$ cat config.mk
export PLATFORM = sky130hd
export DESIGN_NAME = param_window_seq_detector_flat
export DESIGN_NICKNAME = d
export VERILOG_FILES = /design/src/rtl/swsd_pkg.sv /design/src/rtl/param_window_seq_detector_if.sv /design/src/rtl/swsd_sat_counter.sv /design/src/rtl/param_window_seq_detector.sv /design/src/flat_wrapper.sv
export SDC_FILE = /design/constraint.sdc
export NUM_CORES = 1
export LEC_CHECK = 0
export ABC_AREA = 1
export CORE_UTILIZATION = 40
export DETAILED_ROUTE_END_ITERATION = 6
export SYNTH_ARGS = -nofsm -noshare
export SYNTH_HDL_FRONTEND = slang
export SYNTH_SLANG_ARGS = --single-unit
$ cat constraint.sdc
create_clock -name clk -period 6 [get_ports clk]
set_input_delay 1.5 -clock clk [delete_from_list [all_inputs] [get_ports clk]]
set_output_delay 1.5 -clock clk [all_outputs]
set_load 0.05 [all_outputs]
$ cat src/rtl/swsd_pkg.sv
// Shared constants and helpers for the sliding-window sequence detector.
package swsd_pkg;

   localparam int SWSD_MAX_LEN = 8;
   localparam int SWSD_CNT_W   = 8;
   localparam logic [7:0] SWSD_RST_PATTERN = 8'b0000_1011;
   localparam int SWSD_RST_LEN = 4;

   // Clamp a programmed length to the window depth.
   function automatic int unsigned swsd_clamp_len(input int unsigned len,
                                                  input int unsigned max_len);
      return (len > max_len) ? max_len : len;
   endfunction

endpackage

$ cat src/rtl/param_window_seq_detector_if.sv
// Stream, configuration and status bundle for param_window_seq_detector.
// With SWSD_DONT_CARE_EN defined it also carries the cfg_mask field.
interface param_window_seq_detector_if #(
   parameter int MAX_LEN = 8,
   parameter int CNT_W   = 8,
   parameter int LEN_W   = $clog2(MAX_LEN + 1)
);
   logic               in;
   logic               in_valid;
   logic               cfg_we;
   logic [MAX_LEN-1:0] cfg_pattern;
   logic [LEN_W-1:0]   cfg_len;
   logic               cfg_overlap;
`ifdef SWSD_DONT_CARE_EN
   logic [MAX_LEN-1:0] cfg_mask;
`endif
   logic               cnt_clr;
   logic               dec;
   logic [CNT_W-1:0]   hit_cnt;

   modport master (
`ifdef SWSD_DONT_CARE_EN
      output cfg_mask,
`endif
      output in, in_valid, cfg_we, cfg_pattern, cfg_len, cfg_overlap, cnt_clr,
      input  dec, hit_cnt
   );

   modport slave (
`ifdef SWSD_DONT_CARE_EN
      input  cfg_mask,
`endif
      input  in, in_valid, cfg_we, cfg_pattern, cfg_len, cfg_overlap, cnt_clr,
      output dec, hit_cnt
   );
endinterface

$ cat src/rtl/swsd_sat_counter.sv
// Saturating up-counter with synchronous clear (clear wins over increment).
module swsd_sat_counter #(
   parameter int CNT_W = 8
) (
   input  logic             clk,
   input  logic             rst_n,
   input  logic             inc,
   input  logic             clr,
   output logic [CNT_W-1:0] cnt
);
   logic [CNT_W-1:0] cnt_q, cnt_d;

   always_comb begin
      cnt_d = cnt_q;
      if (clr)
         cnt_d = '0;
      else if (inc && (cnt_q != '1))
         cnt_d = cnt_q + 1'b1;
   end

   always_ff @(posedge clk or negedge rst_n) begin
      if (!rst_n) cnt_q <= '0;
      else        cnt_q <= cnt_d;
   end

   assign cnt = cnt_q;
endmodule

$ cat src/rtl/param_window_seq_detector.sv
// Runtime-programmable sliding-window sequence detector with saturating hit count.
// Define SWSD_DONT_CARE_EN to add a per-bit compare mask (cfg_mask, 0 = don't-care).
module param_window_seq_detector
   import swsd_pkg::*;
#(
   parameter int                 MAX_LEN     = SWSD_MAX_LEN,
   parameter int                 LEN_W       = $clog2(MAX_LEN + 1),
   parameter int                 CNT_W       = SWSD_CNT_W,
   parameter logic [MAX_LEN-1:0] RST_PATTERN = MAX_LEN'(SWSD_RST_PATTERN),
   parameter int                 RST_LEN     = SWSD_RST_LEN
) (
   input logic                        clk,
   input logic                        rst_n,
   param_window_seq_detector_if.slave bus
);
   typedef struct packed {
`ifdef SWSD_DONT_CARE_EN
      logic [MAX_LEN-1:0] mask;
`endif
      logic [MAX_LEN-1:0] pattern;
      logic [LEN_W-1:0]   len;
      logic               overlap;
   } cfg_t;

   localparam logic [LEN_W-1:0] FILL_MAX = LEN_W'(MAX_LEN);
   localparam logic [LEN_W-1:0] LEN_RST  = LEN_W'(swsd_clamp_len(RST_LEN, MAX_LEN));

   cfg_t               cfg_q, cfg_d;
   logic [MAX_LEN-1:0] window_q, window_d;
   logic [LEN_W-1:0]   fill_q, fill_d;
   logic               dec_q, dec_d;
   logic               hit;
   logic [MAX_LEN-1:0] len_mask, cmp_mask;

   // Stored len is already clamped, so it is len_eff directly.
   always_comb begin
      len_mask = '0;
      for (int i = 0; i < MAX_LEN; i++)
         len_mask[i] = (LEN_W'(i) < cfg_q.len);
   end

`ifdef SWSD_DONT_CARE_EN
   assign cmp_mask = len_mask & cfg_q.mask;
`else
   assign cmp_mask = len_mask;
`endif

   always_comb begin
      cfg_d    = cfg_q;
      window_d = window_q;
      fill_d   = fill_q;
      hit      = 1'b0;
      if (bus.cfg_we) begin
         // A config load restarts the stream; a coincident input bit is dropped.
         cfg_d.pattern = bus.cfg_pattern;
         cfg_d.len     = LEN_W'(swsd_clamp_len(32'(bus.cfg_len), MAX_LEN));
         cfg_d.overlap = bus.cfg_overlap;
`ifdef SWSD_DONT_CARE_EN
         cfg_d.mask    = bus.cfg_mask;
`endif
         window_d = '0;
         fill_d   = '0;
      end else if (bus.in_valid) begin
         window_d = {window_q[MAX_LEN-2:0], bus.in};
         fill_d   = (fill_q == FILL_MAX) ? fill_q : fill_q + 1'b1;
         hit      = (cfg_q.len != '0) && (fill_d >= cfg_q.len) &&
                    (((window_d ^ cfg_q.pattern) & cmp_mask) == '0);
         if (hit && !cfg_q.overlap)
            fill_d = '0;
      end
      dec_d = hit;
   end

   always_ff @(posedge clk or negedge rst_n) begin
      if (!rst_n) begin
         cfg_q.pattern <= RST_PATTERN;
         cfg_q.len     <= LEN_RST;
         cfg_q.overlap <= 1'b1;
`ifdef SWSD_DONT_CARE_EN
         cfg_q.mask    <= '1;
`endif
         window_q      <= '0;
         fill_q        <= '0;
         dec_q         <= 1'b0;
      end else begin
         cfg_q    <= cfg_d;
         window_q <= window_d;
         fill_q   <= fill_d;
         dec_q    <= dec_d;
      end
   end

   logic [CNT_W-1:0] hit_cnt;

   swsd_sat_counter #(.CNT_W(CNT_W)) u_hit_cnt (
      .clk   (clk),
      .rst_n (rst_n),
      .inc   (hit),
      .clr   (bus.cnt_clr),
      .cnt   (hit_cnt)
   );

   assign bus.dec     = dec_q;
   assign bus.hit_cnt = hit_cnt;
endmodule
$ cat src/flat_wrapper.sv
// flat-port wrapper written by rule: the top's interface ports become plain ports
module param_window_seq_detector_flat import swsd_pkg::*;
#(
   parameter int                 MAX_LEN     = SWSD_MAX_LEN,
   parameter int                 LEN_W       = $clog2(MAX_LEN + 1),
   parameter int                 CNT_W       = SWSD_CNT_W,
   parameter logic [MAX_LEN-1:0] RST_PATTERN = MAX_LEN'(SWSD_RST_PATTERN),
   parameter int                 RST_LEN     = SWSD_RST_LEN
)
  (clk, rst_n, bus_in, bus_in_valid, bus_cfg_we, bus_cfg_pattern, bus_cfg_len, bus_cfg_overlap, bus_cnt_clr, bus_dec, bus_hit_cnt);
  param_window_seq_detector_if #(.MAX_LEN(MAX_LEN), .CNT_W(CNT_W), .LEN_W(LEN_W)) bus_i ();
  input logic clk;
  input logic rst_n;
  input wire logic [$bits(bus_i.in)-1:0] bus_in;
  input wire logic [$bits(bus_i.in_valid)-1:0] bus_in_valid;
  input wire logic [$bits(bus_i.cfg_we)-1:0] bus_cfg_we;
  input wire logic [$bits(bus_i.cfg_pattern)-1:0] bus_cfg_pattern;
  input wire logic [$bits(bus_i.cfg_len)-1:0] bus_cfg_len;
  input wire logic [$bits(bus_i.cfg_overlap)-1:0] bus_cfg_overlap;
  input wire logic [$bits(bus_i.cnt_clr)-1:0] bus_cnt_clr;
  output wire logic [$bits(bus_i.dec)-1:0] bus_dec;
  output wire logic [$bits(bus_i.hit_cnt)-1:0] bus_hit_cnt;
  assign bus_i.in = bus_in;
  assign bus_i.in_valid = bus_in_valid;
  assign bus_i.cfg_we = bus_cfg_we;
  assign bus_i.cfg_pattern = bus_cfg_pattern;
  assign bus_i.cfg_len = bus_cfg_len;
  assign bus_i.cfg_overlap = bus_cfg_overlap;
  assign bus_i.cnt_clr = bus_cnt_clr;
  assign bus_dec = bus_i.dec;
  assign bus_hit_cnt = bus_i.hit_cnt;
  param_window_seq_detector #(.MAX_LEN(MAX_LEN), .LEN_W(LEN_W), .CNT_W(CNT_W), .RST_PATTERN(RST_PATTERN), .RST_LEN(RST_LEN)) u_core (.clk(clk), .rst_n(rst_n), .bus(bus_i));
endmodule
# ---- After elaboration in Yosys (flattened, before gate mapping)
# Index checks and enable logic that the tools add are counted.
dict set report word_totals {
  regBits 33
  inputBits 19
  output_inout_bits 9
}
dict set report op_classes {
  addsub 2
  n_lt_le_gt_ge 10
  n_eq_ne 2
  mux 11
  bitwise 2
  reduce_logical 9
}
# operator n
set op_table {}
lappend op_table {{4-bit 2-to-1 mux} 5}
lappend op_table {{3-bit by 4-bit < comparator with 1-bit output, first input constant} 4}
lappend op_table {{8-bit 2-to-1 mux} 2}
lappend op_table {{7-bit 2-to-1 mux} 2}
lappend op_table {{8-bit by 1-bit adder with 8-bit output, second input constant} 1}
lappend op_table {{8-bit AND} 1}
lappend op_table {{8-bit zero test} 1}
lappend op_table {{1-bit by 4-bit < comparator with 1-bit output, first input constant} 2}
lappend op_table {{2-bit by 4-bit < comparator with 1-bit output, first input constant} 2}
lappend op_table {{8-bit != test, second input constant} 1}
lappend op_table {{8-bit bitwise XOR} 1}
lappend op_table {{4-bit by 1-bit adder with 4-bit output, second input constant} 1}
lappend op_table {{4-bit == test, second input constant} 1}
lappend op_table {{4-bit greater-or-equal comparator} 1}
lappend op_table {{4-bit > comparator, second input constant} 1}
lappend op_table {{1-bit logical AND} 4}
lappend op_table {{2-bit nonzero test} 2}
lappend op_table {{4-bit nonzero test} 1}
lappend op_table {{1-bit 2-to-1 mux} 2}
lappend op_table {{1-bit zero test} 1}

# ---- Logic depth before layout (Yosys ltp)
# Gate-level depths: netlist (run 1).
dict set report depth {
  depth_word 10
  depth_mapped 17
  depth_no_buf 17
}

# ---- Cells and area by module
# Synthesis (run 1) repeated with hierarchy kept, for this count alone.
dict set report unflattened {
  hier_cells 253
  area_unflattened_um2 1886.8
}
# module instances cells_each area_per_inst_um2
set by_module_without_submodules {}
lappend by_module_without_submodules {param_window_seq_detector 1 179 1375.1}
lappend by_module_without_submodules {swsd_sat_counter 1 74 511.7}

# ---- Worst setup path before layout (run 1)
# Ideal clock, no wire load.
dict set report synth_path {
  path_type {input-to-reg}
  startpoint {input port bus_in_valid}
  endpoint {register u_core.fill_q[0]}
  arrival_ns 2.321
  required_time_ns 5.917
  path_slack_ns 3.596
  path_stages 6
  n_path_buf 0
  cell_sequence {inv_1 nor2_1 clkinv_1 nor2_1 nand2_1 o21ai_0}
}
dict set report synth_between {
  elab_chain_cells 1
}
# element line
set synth_lines {}
lappend synth_lines {{from (decl)} flat_wrapper.sv:15} ;# input wire logic [$bits(bus_i.in_valid)-1:0] bus_in_valid;
lappend synth_lines {{2-bit nonzero test (no source line)} -}
lappend synth_lines {{to (signal assigned)} param_window_seq_detector.sv:88} ;# fill_q <= fill_d;
lappend synth_lines {{to (decl)} param_window_seq_detector.sv:30} ;# logic [LEN_W-1:0] fill_q, fill_d;
# Every way passes these cells.
# A chain may end at the register's enable or synchronous reset.

# ---- Worst setup path in the final report (run 1)
dict set report layout_path {
  startpoint {input port bus_cfg_we}
  endpoint {register u_core.fill_q[0]}
}
dict set report layout_between {
  elab_chain_cells 1
  word_cells_on_any_way 2
}
# element line
set layout_lines {}
lappend layout_lines {{from (decl)} flat_wrapper.sv:16} ;# input wire logic [$bits(bus_i.cfg_we)-1:0] bus_cfg_we;
lappend layout_lines {{4-bit 2-to-1 mux / 2-bit nonzero test (equally long branches)} -}
# Several ways; a longest one is shown, not always the timed one.

==> results of run 1 <==
## flip-flops by register name, indices dropped and copies added (netlist names)
signal,flops
u_core.fill_q,4
u_core.cfg_q,13
u_core.u_hit_cnt.cnt,8
u_core.bus.dec,1
u_core.window_q,7
## cells in the mapped netlist (2+ instances only)
| master | n | area [um^2] |
|---|---|---|
| dfstp_2 | 5 | 131.4 |
| a21oi_1 | 5 | 25.02 |
| dfrtp_1 | 28 | 700.7 |
| nor3_1 | 2 | 10.01 |
| nand3_2 | 2 | 20.02 |
| inv_1 | 36 | 135.1 |
| o22ai_1 | 7 | 43.79 |
| xor2_1 | 3 | 26.28 |
| clkinv_1 | 2 | 7.510 |
| nor2_4 | 3 | 33.78 |
| ha_1 | 7 | 87.58 |
| clkbuf_1 | 3 | 11.26 |
| nand2_1 | 75 | 281.5 |
| nand3_1 | 19 | 95.09 |
| nand2_2 | 3 | 18.77 |
| nor2_1 | 16 | 60.06 |
| o21ai_0 | 18 | 90.09 |
## final timing paths
kind,startpoint,to,slack (ns)
setup / recovery,bus_cfg_we,u_core.fill_q[0]$_DFFE_PN0P_,2.74
hold / removal,u_core.cfg_q[8]$_DFFE_PN1P_,u_core.cfg_q[8]$_DFFE_PN1P_,0.50
setup reg to reg,u_core.fill_q[0]$_DFFE_PN0P_,u_core.u_hit_cnt.cnt[2]$_DFFE_PN0P_,3.75
hold reg to reg,u_core.cfg_q[8]$_DFFE_PN1P_,u_core.cfg_q[8]$_DFFE_PN1P_,0.50
max in group asynchronous,rst_n,u_core.cfg_q[5]$_DFFE_PN1P_,4.04
min in group asynchronous,rst_n,u_core.cfg_q[11]$_DFFE_PN0P_,1.62
## cell families (layout without fill, tap and decap cells)
kind of cell / Yosys count / in the layout
AO/OA/AOI/OAI: 31 / 31
XOR/XNOR: 4 / 4
adder cells (fa/ha/maj): 7 / 7
buffers and inverters: 43 / 75
flip-flops: 33 / 33
AND/OR/NAND/NOR: 124 / 124
## area by class of cell
class	instances	share of cell area
multi-input combinational	166	0.3798
sequential	33	0.3682
inverter	39	0.06478
tap	52	0.02879
timing repair buffer	28	0.1229
clock buffer	8	0.03544
## routing by layer
metal | wire length (um) | GRT usage
met1 | 1909 | 0.2326
met2 | 1588 | 0.2692
met3 | 157 | 0.03463
met4 | 77 | 0.08667
met5 | 0 | 0
## power groups by stage
| stage | clock (uW) | sequential, uW | combinational, uW |
|---|---|---|---|
| after CTS | 167 | 248 | 101 |
| after floorplan | 0 | 259 | 56.6 |
| final | 160 | 248 | 99.2 |
| after detailed placement | 0 | 252 | 100 |
| after global routing | 177 | 249 | 112 |
| after global placement | 0 | 251 | 99.3 |
## stage by stage
stage                     cells    util  total power, uW
after floorplan             242       -            315.3
after global placement      318  0.4938            350.7
after detailed placement    318  0.4938            351.6
after CTS                   326  0.5119            515.0
after global routing        326  0.5119            537.9
final                       326  0.5119            506.6
## tightest hold or removal path, cell delays in order (launching register included)
cell,delay (ns)
dfstp_2,0.37
inv_1,0.06
o21ai_0,0.07
==> flow_summary.ini, run 1 <==
[clocking]
postCtsHoldBufs = 0
root_buffer = clkbuf_8
cts_bufs_inserted = 5
h_tree_level_count = 2
postCtsSetupBuffers = 0
post_cts_resize_count = 0
cts-root-to-sink-buffers = 2
path_clk_slew_ns = 0.07
clk-insertion-delay-late_ns = 0.28
tritoncts_clock_tree = done
tritoncts_num_sinks = 33

[logic_synthesis]
synth_cell_type_count = 25
yosys.area_share.adder = 0.04720
ys.warnings.count = 0
synth-simple-area-share = 0.3061
ys.flop_type = dfrtp_1
syn-mean-instance-area_um2 = 7.667
main_combinational_cell_family_by_area_after_synthesis = simple AND/OR/NAND/NOR gates
yosys_reg_bits = 33
synth.net_count = 268
syn-instance-count = 242
post_synth_xor_area_fraction = 0.01888
ys_seq_area_frac = 0.4484
synth.cell_area_mm2 = 0.001856
synth_mux_area_frac = 0
synth-edff-count = 0
asyncSetResetFlopFracSynth = 1.000
synth_compound_area_frac = 0.09036

[worst_setup_path]
worst-setup-path-type = in2reg
timing.critical_path.from_type = primary input
critical_path.n_buffers_inverters = 2
worstPathArrival_ns = 3.45
worstPathCellList = clkdlybuf4s50_1 > nor2_1 > clkinv_1 > nor2_1 > nand2_1 > o21ai_0
critical_path_cell_count = 6
critical_path.top_delay_family = buffers and inverters
required_ns = 6.19
reg2reg_depth = 17
path_max_fanout = 21
critical-path-slowest-cell = clkdlybuf4s50_1
crit_path_end_kind = register
slowest_delay_ns = 0.75
critical-path-top-cell-by-count = nor2_1

[timing]
timing.final.setup_violations = 0
setup_repair_after_global_routing_missed_its_margin = no
fin_skew_ns = 0.005530
fin_ws_ns = 2.741
share_of_the_clock_period_used_by_the_worst_path = 0.5432
pin_slew_with_the_least_headroom_to_its_limit_ns = 0.6501
fmaxAchievable_mhz = 306.8
timing.final.hold_violations = 0
fin_tns_setup_ns = 0
crit_path_time_final_ns = 3.259
worst_case_headroom_to_the_max_slew_limit = 0.5653
worst_hold_slack_ns = 0.4997
count_of_pins_over_their_slew_limit = 0

[power]
seqPwrFrac = 0.489
internal_power_uw = 358.0
fraction_of_power_spent_switching_nets = 0.2932
static-leakage-power_uw = 0.001085
share_clk_of_total_power = 0.315
ir_worst_vdd_v = 0.0001480
pwr_density_cell_mw_per_mm2 = 224.2
pwr-share-comb = 0.196
netSwitchingPower_uw = 148.5

[floorplanning]
fp.dieArea_mm2 = 0.004915
core_area_mm2 = 0.004414
start_util = 0.4204
io-pin-count = 28
dieHeight_um = 70.11
placementRows = 24
die_w_um = 70.11

[place]
detailed_place.area_mm2 = 0.002180
portBuffers = 27
place.detailed.hpwl_um = 2704
finalWeightedCongestion = 0.7899
pre_cts_ws_ns = 2.390

[finish]
num-fill-cells = 445
layout-drive-gt1-share = 0.08759
layout.cells.most_common = nand2_1
antenna_cells_inserted = 0
seqCellArea_um2 = 832.0
final_area_mm2 = 0.002260
most-common-layout-cells = nand2_1, inv_1, dfrtp_1
layout.nets = 299
multi_input_comb_area_um2 = 858.3
area_overhead_vs_synth_pct = 21.78

[global_routing]
global_route_wire_length_before_repair_um = 6686
combined_global_route_utilization_of_all_metal_layers = 0.1743
first_global_vias = 1529
grt_remaining_overflow = 0
antenna_found_initial = 0
grt_max_degree = 34

[routing]
drt-pass1-iter-count = 4
wl_um = 3733
post_drt_wl_per_cell_um = 11.45
route.vias.total = 1564
drtAntennaViolNets = 0
avgViaCountPerCell = 4.798
drc = 0
drt_iter0_drc = 62

[run]
cap_violations = 0

[outcome]
run_status = completed

[hold_path]
timing.hold.worst.class = reg2reg
min_path_cells = 2
(Power assumes the default switching activity.)
==> run 2, diff against run 1 <==
==> constraint.sdc (replaced) <==
create_clock -name clk -period 3.02 [get_ports clk]
set_input_delay 0.755 -clock clk [delete_from_list [all_inputs] [get_ports clk]]
set_output_delay 0.755 -clock clk [all_outputs]
set_load 0.05 [all_outputs]
==> run 2 against run 1 <==
Utilization is 0.82 points higher. Critical path depth is 5 lower. Count of clock-buffer cells in the layout is 1 lower. Register-to-register slack worse by 2.9 ns. Non-clock buffer count is 2 higher. Hold slack hardly changed. Die area stayed put.
==> flow_summary.ini, run 2 (synthesis results as in run 1) <==
[timing]
fmaxAchievable_mhz = 435.3
share_of_the_clock_period_used_by_the_worst_path = 0.7607
count_of_pins_over_their_slew_limit = 0
timing.final.setup_violations = 0
setup_repair_after_global_routing_missed_its_margin = no
fin_skew_ns = 0.005052
timing.final.hold_violations = 0
crit_path_time_final_ns = 2.297
pin_slew_with_the_least_headroom_to_its_limit_ns = 0.5037
worst_case_headroom_to_the_max_slew_limit = 0.6631
fin_tns_setup_ns = 0
fin_ws_ns = 0.7227

[worst_setup_path]
startpoint = u_core.u_hit_cnt.cnt[4]$_DFFE_PN0P_
path_max_fanout = 6
worst_r2r_startpoint = u_core.fill_q[0]$_DFFE_PN0P_
crit_path_end_kind = primary output
slowest_delay_ns = 0.83
critical_path.n_buffers_inverters = 1
required_ns = 2.26
critical_path.top_delay_family = buffers and inverters
worstPathCellList = clkdlybuf4s50_1
timing.critical_path.from_type = register
worst-setup-path-type = reg2out
worstPathArrival_ns = 1.54
critical-path-slowest-cell = clkdlybuf4s50_1

[finish]
area_overhead_vs_synth_pct = 23.74
final_core_util = 0.5201
final_area_mm2 = 0.002296
num-fill-cells = 428
layout-drive-gt1-share = 0.1051
antenna_cells_inserted = 0
top_register = u_core.cfg_q
layout.nets = 301
most-common-layout-cells = nand2_1, inv_1, dfrtp_1
number_of_flip_flops_in_the_largest_register = 13
layout.cells.most_common = nand2_1

[power]
pwr_density_cell_mw_per_mm2 = 459.8
ir_worst_vdd_v = 0.0003217
static-leakage-power_uw = 0.001110

[routing]
post_drt_wl_per_cell_um = 11.32
avgViaCountPerCell = 4.765
drc = 0
drt_iter0_drc = 101
drtAntennaViolNets = 0
route.vias.total = 1563
drt-pass1-iter-count = 4
wl_um = 3712

[clocking]
postCtsHoldBufs = 0
path_clk_slew_ns = 0.07
root_buffer = clkbuf_8
tritoncts_clock_tree = done
tritoncts_num_sinks = 33
clk-insertion-delay-late_ns = 0.28
cts_bufs_inserted = 5
h_tree_level_count = 2
postCtsSetupBuffers = 0
cts-root-to-sink-buffers = 2
post_cts_resize_count = 0

[floorplanning]
core_area_mm2 = 0.004414
start_util = 0.4204
fp.dieArea_mm2 = 0.004915
io-pin-count = 28
die_w_um = 70.11
placementRows = 24
dieHeight_um = 70.11

[global_routing]
first_global_vias = 1441
antenna_found_initial = 0
global_route_wire_length_before_repair_um = 6575
combined_global_route_utilization_of_all_metal_layers = 0.1695
grt_max_degree = 34
grt_remaining_overflow = 0

[place]
finalWeightedCongestion = 0.7705
pre_cts_ws_ns = 0.7447
detailed_place.area_mm2 = 0.002195
portBuffers = 27
place.detailed.hpwl_um = 2684

[run]
cap_violations = 0

[hold_path]
worstHoldStart = u_core.cfg_q[6]$_DFFE_PN1P_
timing.hold.worst.class = reg2reg

[outcome]
run_status = completed
run 2: path summary, 6_finish.rpt:
check	endpoint	slack (ns)	cells past startpoint
setup / recovery	bus_hit_cnt[4]	0.72	1
hold / removal	u_core.cfg_q[6]$_DFFE_PN1P_	0.50	2
setup reg to reg	u_core.u_hit_cnt.cnt[5]$_DFFE_PN0P_	0.83	17
hold reg to reg	u_core.cfg_q[6]$_DFFE_PN1P_	0.50	2
max in group asynchronous	u_core.cfg_q[0]$_DFFE_PN1P_	1.80	2
min in group asynchronous	u_core.window_q[5]$_DFFE_PN0P_	0.88	2
run 2: routing by layer:
metal / global-route usage / up-vias / routed length [um]
met5: 0 / - / 0
met4: 0.08000 / 0 / 61
met3: 0.03608 / 6 / 158
met2: 0.2393 / 32 / 1530
met1: 0.2458 / 700 / 1961
li1: - / 825 / -
run 2: cell type report:
type                       instances  area, um^2  area share
inverter                          39       146.4     0.06376
tap                               52       65.06     0.02834
clock inverter                     1       5.005    0.002180
multi-input combinational        166       858.3      0.3738
clock buffer                       7       96.34     0.04196
timing repair buffer              30       292.8      0.1275
sequential                        33       832.0      0.3624
run 2: metrics by stage:
| step | std cells | hold slack, ns | power [uW] |
|---|---|---|---|
| CTS | 328 | 0.5067 | 1067 |
| finish | 328 | 0.5001 | 1056 |
| global route | 328 | 0.5220 | 1113 |
| detailed placement | 320 | 0.4933 | 699.2 |
| global placement | 320 | 0.4874 | 698.1 |
| floorplan | 242 | 0.4594 | 626.3 |
run 2: report_power, final:
part / switching [uW] / leakage [uW] / internal, uW
clock network: 160 / 0.0000542 / 206
logic: 120 / 0.000631 / 78.4
registers: 20.8 / 0.000425 / 471
